$ cat config.mk
export PLATFORM = sky130hd
export DESIGN_NAME = pid_pwm_out
export DESIGN_NICKNAME = d
export VERILOG_FILES = /design/src/rtl/pid_pwm_out.sv
export SDC_FILE = /design/constraint.sdc
export NUM_CORES = 1
export LEC_CHECK = 0
export BUFFER_PORTS_ARGS = -buffer_cell sky130_fd_sc_hd__buf_2
export CORE_MARGIN = 2
export CORE_UTILIZATION = 45
export CTS_CLUSTER_DIAMETER = 200
export DETAILED_ROUTE_END_ITERATION = 7
export GPL_ROUTABILITY_DRIVEN = 1
export GPL_TIMING_DRIVEN = 0
export HOLD_SLACK_MARGIN = 0.03
export PLACE_DENSITY = 0.76
export SLEW_MARGIN = 20
export SYNTH_ARGS = -nofsm -noshare
export SYNTH_HDL_FRONTEND = slang
export SYNTH_SLANG_ARGS = --single-unit
export TNS_END_PERCENT = 10
$ cat constraint.sdc
create_clock -name clk -period 1.55 [get_ports clk]
set_clock_uncertainty 0.15 [all_clocks]
set_input_delay 0.0775 -clock clk [delete_from_list [all_inputs] [get_ports clk]]
set_output_delay 0.0775 -clock clk [all_outputs]
set_load 0.03 [all_outputs]
$ cat src/rtl/pid_pwm_out.sv
// pid_pwm_out: PWM actuator stage of the PID controller.
// Takes a signed control value over valid/ready, maps it to a duty cycle,
// double-buffers it and applies it at a PWM period boundary.
// Optional build macro PID_PWM_SIGNMAG_EN selects sign-magnitude drive
// (duty = saturated 2*|u|, direction on dir_out) instead of offset binary.
module pid_pwm_out #(
   parameter int WIDTH    = 8,
   parameter int PRESCALE = 4
) (
   input  logic                    clk,
   input  logic                    rst,
   input  logic                    enable,
   input  logic                    u_valid,
   input  logic signed [WIDTH-1:0] u_data,
   output logic                    u_ready,
   output logic                    pwm_out,
   output logic                    dir_out,
   output logic                    period_start,
   output logic        [WIDTH-1:0] duty_q
);

   localparam int               PW         = (PRESCALE > 1) ? $clog2(PRESCALE) : 1;
   localparam logic [PW-1:0]    PRESC_LAST = PW'(PRESCALE - 1);
   localparam logic [WIDTH-1:0] CNT_LAST   = {{(WIDTH-1){1'b1}}, 1'b0};
`ifdef PID_PWM_SIGNMAG_EN
   localparam logic [WIDTH-1:0] DUTY_RST   = '0;
`else
   localparam logic [WIDTH-1:0] DUTY_RST   = {1'b1, {(WIDTH-1){1'b0}}};
`endif

`ifdef PID_PWM_SIGNMAG_EN
   // Clamp a doubled magnitude to the largest representable duty.
   function automatic logic [WIDTH-1:0] sat_duty(input logic [WIDTH+1:0] v);
      return (v > {2'b00, {WIDTH{1'b1}}}) ? {WIDTH{1'b1}} : v[WIDTH-1:0];
   endfunction
`endif

   // Control value to duty mapping.
   function automatic logic [WIDTH-1:0] map_duty(input logic signed [WIDTH-1:0] u);
`ifdef PID_PWM_SIGNMAG_EN
      logic [WIDTH:0] mag;
      mag = u[WIDTH-1] ? ({1'b0, ~u} + (WIDTH+1)'(1)) : {1'b0, u};
      return sat_duty({mag, 1'b0});
`else
      return {~u[WIDTH-1], u[WIDTH-2:0]};
`endif
   endfunction

   logic [PW-1:0]    presc;
   logic [WIDTH-1:0] cnt;
   logic [WIDTH-1:0] duty_p0;
   logic             vld_p0;
   logic             tick;
   logic             boundary;
   logic             take;
   logic             apply;

   assign tick     = enable && (presc == PRESC_LAST);
   assign boundary = tick && (cnt == CNT_LAST);
   assign u_ready  = !vld_p0 && !rst;
   assign take     = u_valid && u_ready;
   // With the PWM stopped there is no period to protect, so apply at once.
   assign apply    = vld_p0 && (enable ? boundary : 1'b1);

   // Prescaler and period counter; both parked at 0 while disabled.
   always_ff @(posedge clk) begin
      if (rst || !enable) begin
         presc <= '0;
         cnt   <= '0;
      end else begin
         presc <= tick ? '0 : presc + 1'b1;
         if (tick) cnt <= (cnt == CNT_LAST) ? '0 : cnt + 1'b1;
      end
   end

   // ---- stage p0: pending duty buffer ----
   // Pending-valid flag; only one value can wait for the boundary.
   always_ff @(posedge clk) begin
      if (rst)        vld_p0 <= 1'b0;
      else if (take)  vld_p0 <= 1'b1;
      else if (apply) vld_p0 <= 1'b0;
   end

   // Pending duty data; meaningless while vld_p0 is low, so not reset.
   always_ff @(posedge clk) begin
      if (take) duty_p0 <= map_duty(u_data);
   end

   // ---- stage p1: applied duty ----
   // Active duty register, loaded from the pending buffer.
   always_ff @(posedge clk) begin
      if (rst)        duty_q <= DUTY_RST;
      else if (apply) duty_q <= duty_p0;
   end

`ifdef PID_PWM_SIGNMAG_EN
   logic dir_p0;
   logic dir_q;

   // Direction travels with the pending duty and switches on the same edge.
   always_ff @(posedge clk) begin
      if (rst) begin
         dir_q <= 1'b0;
      end else begin
         if (take)  dir_p0 <= u_data[WIDTH-1];
         if (apply) dir_q  <= dir_p0;
      end
   end

   assign dir_out = dir_q;
`else
   assign dir_out = 1'b0;
`endif

   // ---- stage p2: registered outputs ----
   // PWM compare and period-start strobe, one clk behind the counters.
   always_ff @(posedge clk) begin
      if (rst) begin
         pwm_out      <= 1'b0;
         period_start <= 1'b0;
      end else begin
         pwm_out      <= enable && (cnt < duty_q);
         period_start <= boundary;
      end
   end

endmodule

# Yosys cells after proc, flatten, opt, wreduce, memory -nomap -nowiden

Cells that the tools add are included.

Order comparisons: 1
Bitwise operators: 1
Eq/ne operators: 2
Reduce and logical (&&, ||, !) cells: 12
Add/subtract/negate cells: 2
Multiplexer cells: 4

Operators with widths:

| cell                                         | number |
|---|---|
| adder 8 x 1 -> 8 bit (second input constant) | 1 |
| == test 8 bit (second input constant)        | 1 |
| < comparator 8 bit                           | 1 |
| two-way mux 8 bit                            | 1 |
| logical AND 1 bit                            | 6 |
| zero test 1 bit                              | 3 |
| two-way mux 1 bit                            | 3 |
| adder 2 x 1 -> 2 bit (second input constant) | 1 |
| == test 2 bit (second input constant)        | 1 |
| nonzero test 2 bit                           | 1 |
| OR reduction 2 bit                           | 1 |
| logical OR 1 bit                             | 1 |
| inverter 1 bit                               | 1 |

Input bits: 12
Flip-flop bits (word level): 29

# Logic depth before layout (Yosys ltp)

Depth in word-level cells: 7
Depth in mapped cells: 6

# Least setup slack after synthesis

OpenSTA, ideal clock, no wires.

Path type: reg2reg
Start point: reg vld_p0
End point: reg duty_p0[0] (enable)
Arrival time: 1.307 ns
Slack: -0.241 ns
Stages on the path, launching flop included: 4
Required time: 1.065 ns
Path through: dfxtp_1 > buf_6 > nor2_1 > and2_1

Longest elaborated chain between the ends: 3

RTL lines:

| element                  | RTL line | RTL |
|---|---|---|
| start: declaration       | 52       | `logic vld_p0;` |
| start signal: assignment | 79       | `if (rst) vld_p0 <= 1'b0;` |
| start signal: assignment | 80       | `else if (take) vld_p0 <= 1'b1;` |
| start signal: assignment | 81       | `else if (apply) vld_p0 <= 1'b0;` |
| zero test 1 bit          | 60       | `assign u_ready = !vld_p0 && !rst;` |
| logical AND 1 bit        | 60       |  |
| net u_ready              | 15       | `output logic u_ready,` |
| logical AND 1 bit        | 61       | `assign take = u_valid && u_ready;` |
| net take                 | 55       | `logic take;` |
| end signal: assignment   | 86       | `if (take) duty_p0 <= map_duty(u_data);` |
| end: declaration         | 51       | `logic [WIDTH-1:0] duty_p0;` |

The timed path passes the listed nets, and every way through them passes these cells.
A chain may end at the register's enable or synchronous reset.

# Worst setup path in the final report

Start point: reg cnt[0]
End point: reg duty_q[4]

Longest elaborated chain between the ends: 4

RTL lines:

| element                  | RTL line | RTL |
|---|---|---|
| start: declaration       | 50       | `logic [WIDTH-1:0] cnt;` |
| start signal: assignment | 72       | `if (tick) cnt <= (cnt == CNT_LAST) ? '0 : cnt + 1'b1;` |
| == test 8 bit            | 59       | `assign boundary = tick && (cnt == CNT_LAST);` |
| logical AND 1 bit        | 59       |  |
| two-way mux 1 bit        | 63       | `assign apply = vld_p0 && (enable ? boundary : 1'b1);` |
| logical AND 1 bit        | 63       |  |
| end signal: assignment   | 93       | `else if (apply) duty_q <= duty_p0;` |
| end: declaration         | 19       | `output logic [WIDTH-1:0] duty_q` |

Every way passes these cells.

==> summary.md <==
| Metric | Value |
|---|---|
| Clock tree from TritonCTS | yes |
| Total count of max-transition violations in the final report | 0 |
| Clock edge transition at the registers on the reported setup and hold paths | 0.10 ns |
| Sum of net half-perimeters after detailed placement | 2670 µm |
| Clk network pwr share | 0.291 |
| Highest metal layer with signal wires | met4 |
| Most area-hungry cell type in the Yosys netlist | sky130_fd_sc_hd__dfxtp_1 |
| Total wire length | between 3000 and 4000 µm |
| Wire length of the first global-routing pass | 6670 µm |
| Iteration count of the initial detailed-routing pass | 4 |
| Final setup violating endpoints | 3 |
| Critical Path AT | 1.69 ns |
| Die outline height | 63.5 µm |
| Starting DRC count in detailed routing | 96 |
| Number of buffers created by CTS | 5 |
| Mapped Avg Cell Area | roughly 9.6 µm² |
| Highest clock frequency the design can meet | between 0.6 and 0.7 GHz |
| Area enclosed by the die boundary | 4040 µm² |
| Library cells used by synthesis | 36 |
| H-tree Lvls | 2 |
| Vias per cell | between 5 and 6 |
| Wire length on met2 | 2040 µm |
| I/O Buffers | 22 |
| Fraction of power consumed by combinational cells | 0.154 |
| Largest driver fanout on the critical path | 7 |
| Tightest hold margin | 0.0582 ns |
| Worst skew pair latency | 0.33 ns |
| Unrepaired setup endpoints after global routing | true |
| Cell internal power dissipation | 0.00108 W |
| Switching power as a share of total power | 0.286 |
| Leading cell types by total area after synthesis | sky130_fd_sc_hd__dfxtp_1 (26%), sky130_fd_sc_hd__edfxtp_1 (15%), sky130_fd_sc_hd__ha_1 (7.8%) |
| Max-cap viol count | 0 |
| Final critical delay including setup and external delays | 1.57 ns |
| Routed via count | 1474 |
| Final number of hold-violating endpoints | 0 |
| Most frequent cells in the layout | sky130_fd_sc_hd__buf_2 (22), sky130_fd_sc_hd__nand2_1 (14), sky130_fd_sc_hd__inv_1 (12), sky130_fd_sc_hd__dfxtp_1 (12), sky130_fd_sc_hd__buf_4 (10) |
| Total congestion overflow after global routing | 0 |
| Hold_sp | enable |
| Horiz. Die Dim | 63.5 µm |
| Cell area after placement | between 1500 and 2000 µm² |
| Core footprint | around 3400 µm² |
| Antenna cells | 0 |
| Buffer levels on the longest clock path | 2 |
| Antenna violations before repair | 0 |
| CP required | around 1.7 ns |
| Path class of the lowest-slack min-delay path | input pin to register |
| Power per cell area | 718 nW/µm² |
| Cell area after layout | 2100 µm² |
| Final-layout setup total negative slack | -0.0328 ns |
| Remaining antenna violation count after routing | 0 |
| Row cnt | 21 |
| Layout Nets | 236 |
| Top-level port count | 24 |
| Detailed-route wire length per cell | 14.9 µm |
| Placer's final routability congestion estimate | 0.818 |
| Worst Setup Path Type | register to register |
| Sequential share of power | 0.555 |
| Mapped Cells | 166 |
| Area share of the leading cell type in the synthesized netlist | 0.264 |
| Element type at the critical path end | register |
| Commonest non-fill, non-tap cell in the layout | sky130_fd_sc_hd__buf_2 |
| Total Power Consumption | 0.00151 W |
| Peak supply drop | 545 µV |
| Post-placement cell count | 234 |
| Seq/Total Area, Yosys | 0.414 |
| Routed wire length on met3 | 171 µm |
| Final worst-path cycle share | 1.01 |
| Area Overhead vs Synth | 31.7% |
| Post-detailed-route DRC marker count | 0 |
| Post-synthesis instance area | 1600 µm² |
| TritonCTS Sinks | 29 |
| #FFs+latches synth | 29 |
| Clock root cell | sky130_fd_sc_hd__clkbuf_4 |
| Global-route usage over all layers | 0.210 |
| Via count of the first global-routing pass | 1536 |
| Fraction of layout cells with a size suffix above 1 | 0.349 |
| Kind of start point of the critical path | register |
| Post-route setup slack | -0.0162 ns |
| Maximum number of pins on one net before global-route repair | 11 |
| Status | complete, but fails checks |
| Starting Density | 0.474 |
| Finished Layout Cells | roughly 260 |
| Violated checks | setup timing |
| Warnings, synthesis | 0 |
| Start point of the critical path | cnt[0]$_SDFFE_PP0P_ |
| Post-Route M1 WL | 1600 µm |
| Number of fillers in the final layout | slightly below 300 |
| Leak | 0.821 nW |
| Syn_nets | between 150 and 200 |
| Total net switching power | ~0.00043 W |
| Startpoint of the most critical register-to-register path | cnt[0]$_SDFFE_PP0P_ |
stage by stage:
step | setup slack (ns) | utilization
2_1_floorplan | -0.0561 | -
3_3_place_gp | -0.184 | 0.529
3_5_place_dp | -0.211 | 0.529
4_1_cts | -0.0294 | 0.607
5_1_grt | -0.0730 | 0.625
6_report | -0.0162 | 0.625
kinds of logic after synthesis:
logic type,Yosys count,share of synthesized area
and+or+nand+nor,65,0.243
AOI/OAI and AO/OA,36,0.169
DFF,29,0.414
buffers and inverters,23,0.0823
adders and majority gates,10,0.0784
xor gates and xnor gates,2,0.0110
other,1,0.00235
power by group through the flow:
stage | clock network [W] | logic (W) | registers [W]
after global routing | 0.000479 | 0.000255 | 0.000841
after floorplan | 0 | 0.000108 | 0.000880
after detailed placement | 0 | 0.000201 | 0.000853
after global placement | 0 | 0.000196 | 0.000852
after CTS | 0.000443 | 0.000226 | 0.000835
final | 0.000439 | 0.000232 | 0.000837
state kept, by name (all words and copies together), names as in the netlist:
register,count
cnt,8
presc,2
duty_q,8
vld_p0,1
period_start,1
pwm_out,1
duty_p0,8
cell usage after synthesis:
master,n
sky130_fd_sc_hd__o21ai_0,6
sky130_fd_sc_hd__buf_6,4
sky130_fd_sc_hd__nor2_1,7
sky130_fd_sc_hd__conb_1,1
sky130_fd_sc_hd__nor4_1,2
sky130_fd_sc_hd__dfxtp_1,21
sky130_fd_sc_hd__and2b_1,1
sky130_fd_sc_hd__xor2_1,1
sky130_fd_sc_hd__o31ai_1,1
sky130_fd_sc_hd__xnor2_1,1
sky130_fd_sc_hd__nand4_4,2
sky130_fd_sc_hd__or3_1,4
sky130_fd_sc_hd__nor3b_1,9
sky130_fd_sc_hd__edfxtp_1,8
sky130_fd_sc_hd__o31a_1,1
sky130_fd_sc_hd__ha_1,10
sky130_fd_sc_hd__o41ai_4,1
sky130_fd_sc_hd__a21oi_1,7
sky130_fd_sc_hd__o2111ai_1,8
sky130_fd_sc_hd__o21bai_1,1
sky130_fd_sc_hd__clkinv_1,1
sky130_fd_sc_hd__nor3_1,4
sky130_fd_sc_hd__a31oi_1,7
sky130_fd_sc_hd__nand2_1,15
sky130_fd_sc_hd__nand4_1,1
sky130_fd_sc_hd__a311oi_1,2
sky130_fd_sc_hd__inv_1,13
sky130_fd_sc_hd__buf_4,4
sky130_fd_sc_hd__and2_1,1
sky130_fd_sc_hd__o311a_1,1
sky130_fd_sc_hd__o2111a_1,1
sky130_fd_sc_hd__nand2b_1,1
sky130_fd_sc_hd__nand3_1,10
sky130_fd_sc_hd__or4_1,7
sky130_fd_sc_hd__and4_1,1
sky130_fd_sc_hd__clkbuf_1,1
layout make-up:
class / count / area, µm² / area share
Clock inverter: 2 / 10.0 / 0.00476
Sequential cell: 29 / 677 / 0.322
Buffer: 8 / 71.3 / 0.0339
Timing Repair Buffer: 42 / 298 / 0.142
Clock buffer: 6 / 41.3 / 0.0197
Multi-Input combinational cell: 114 / 891 / 0.424
Tap cell: 46 / 57.6 / 0.0274
Inverter: 14 / 55.1 / 0.0262
metal layers:
| metal | up-vias | global-route usage |
|---|---|---|
| li1 | 722 | - |
| met1 | 699 | 0.235 |
| met2 | 44 | 0.374 |
| met3 | 9 | 0.0536 |
| met4 | 0 | 0.0870 |
| met5 | - | 0 |
path summary, 6_finish.rpt:
check                                          endpoint  slack, ns  depth (start not counted)
worst min register to register      presc[0]$_SDFF_PP0_       0.29                          1
worst min-delay path            period_start$_SDFF_PP0_       0.06                          3
worst max-delay path             duty_q[4]$_SDFFE_PP0P_      -0.02                          6
worst max register to register   duty_q[4]$_SDFFE_PP0P_      -0.02                          6
what timing repair did:
item / 4_1_cts / 5_1_grt
endpoints found under the hold margin: 10 / 0
pin swaps: 13 / 5
gates resized for setup: 20 / 9
setup endpoints to repair: 15 / 16
buffers inserted: 6 / 5
hold buffers: 9 / 0
worst max-delay path: stages, from the launching register on:
cell and delay [ns]:
sky130_fd_sc_hd__dfxtp_4 0.36, sky130_fd_sc_hd__inv_4 0.06, sky130_fd_sc_hd__ha_4 0.14, sky130_fd_sc_hd__nand4_4 0.15
sky130_fd_sc_hd__buf_6 0.18, sky130_fd_sc_hd__or4_1 0.39, sky130_fd_sc_hd__nand3_1 0.07
No activity file was read; power rests on OpenSTA's default activity.
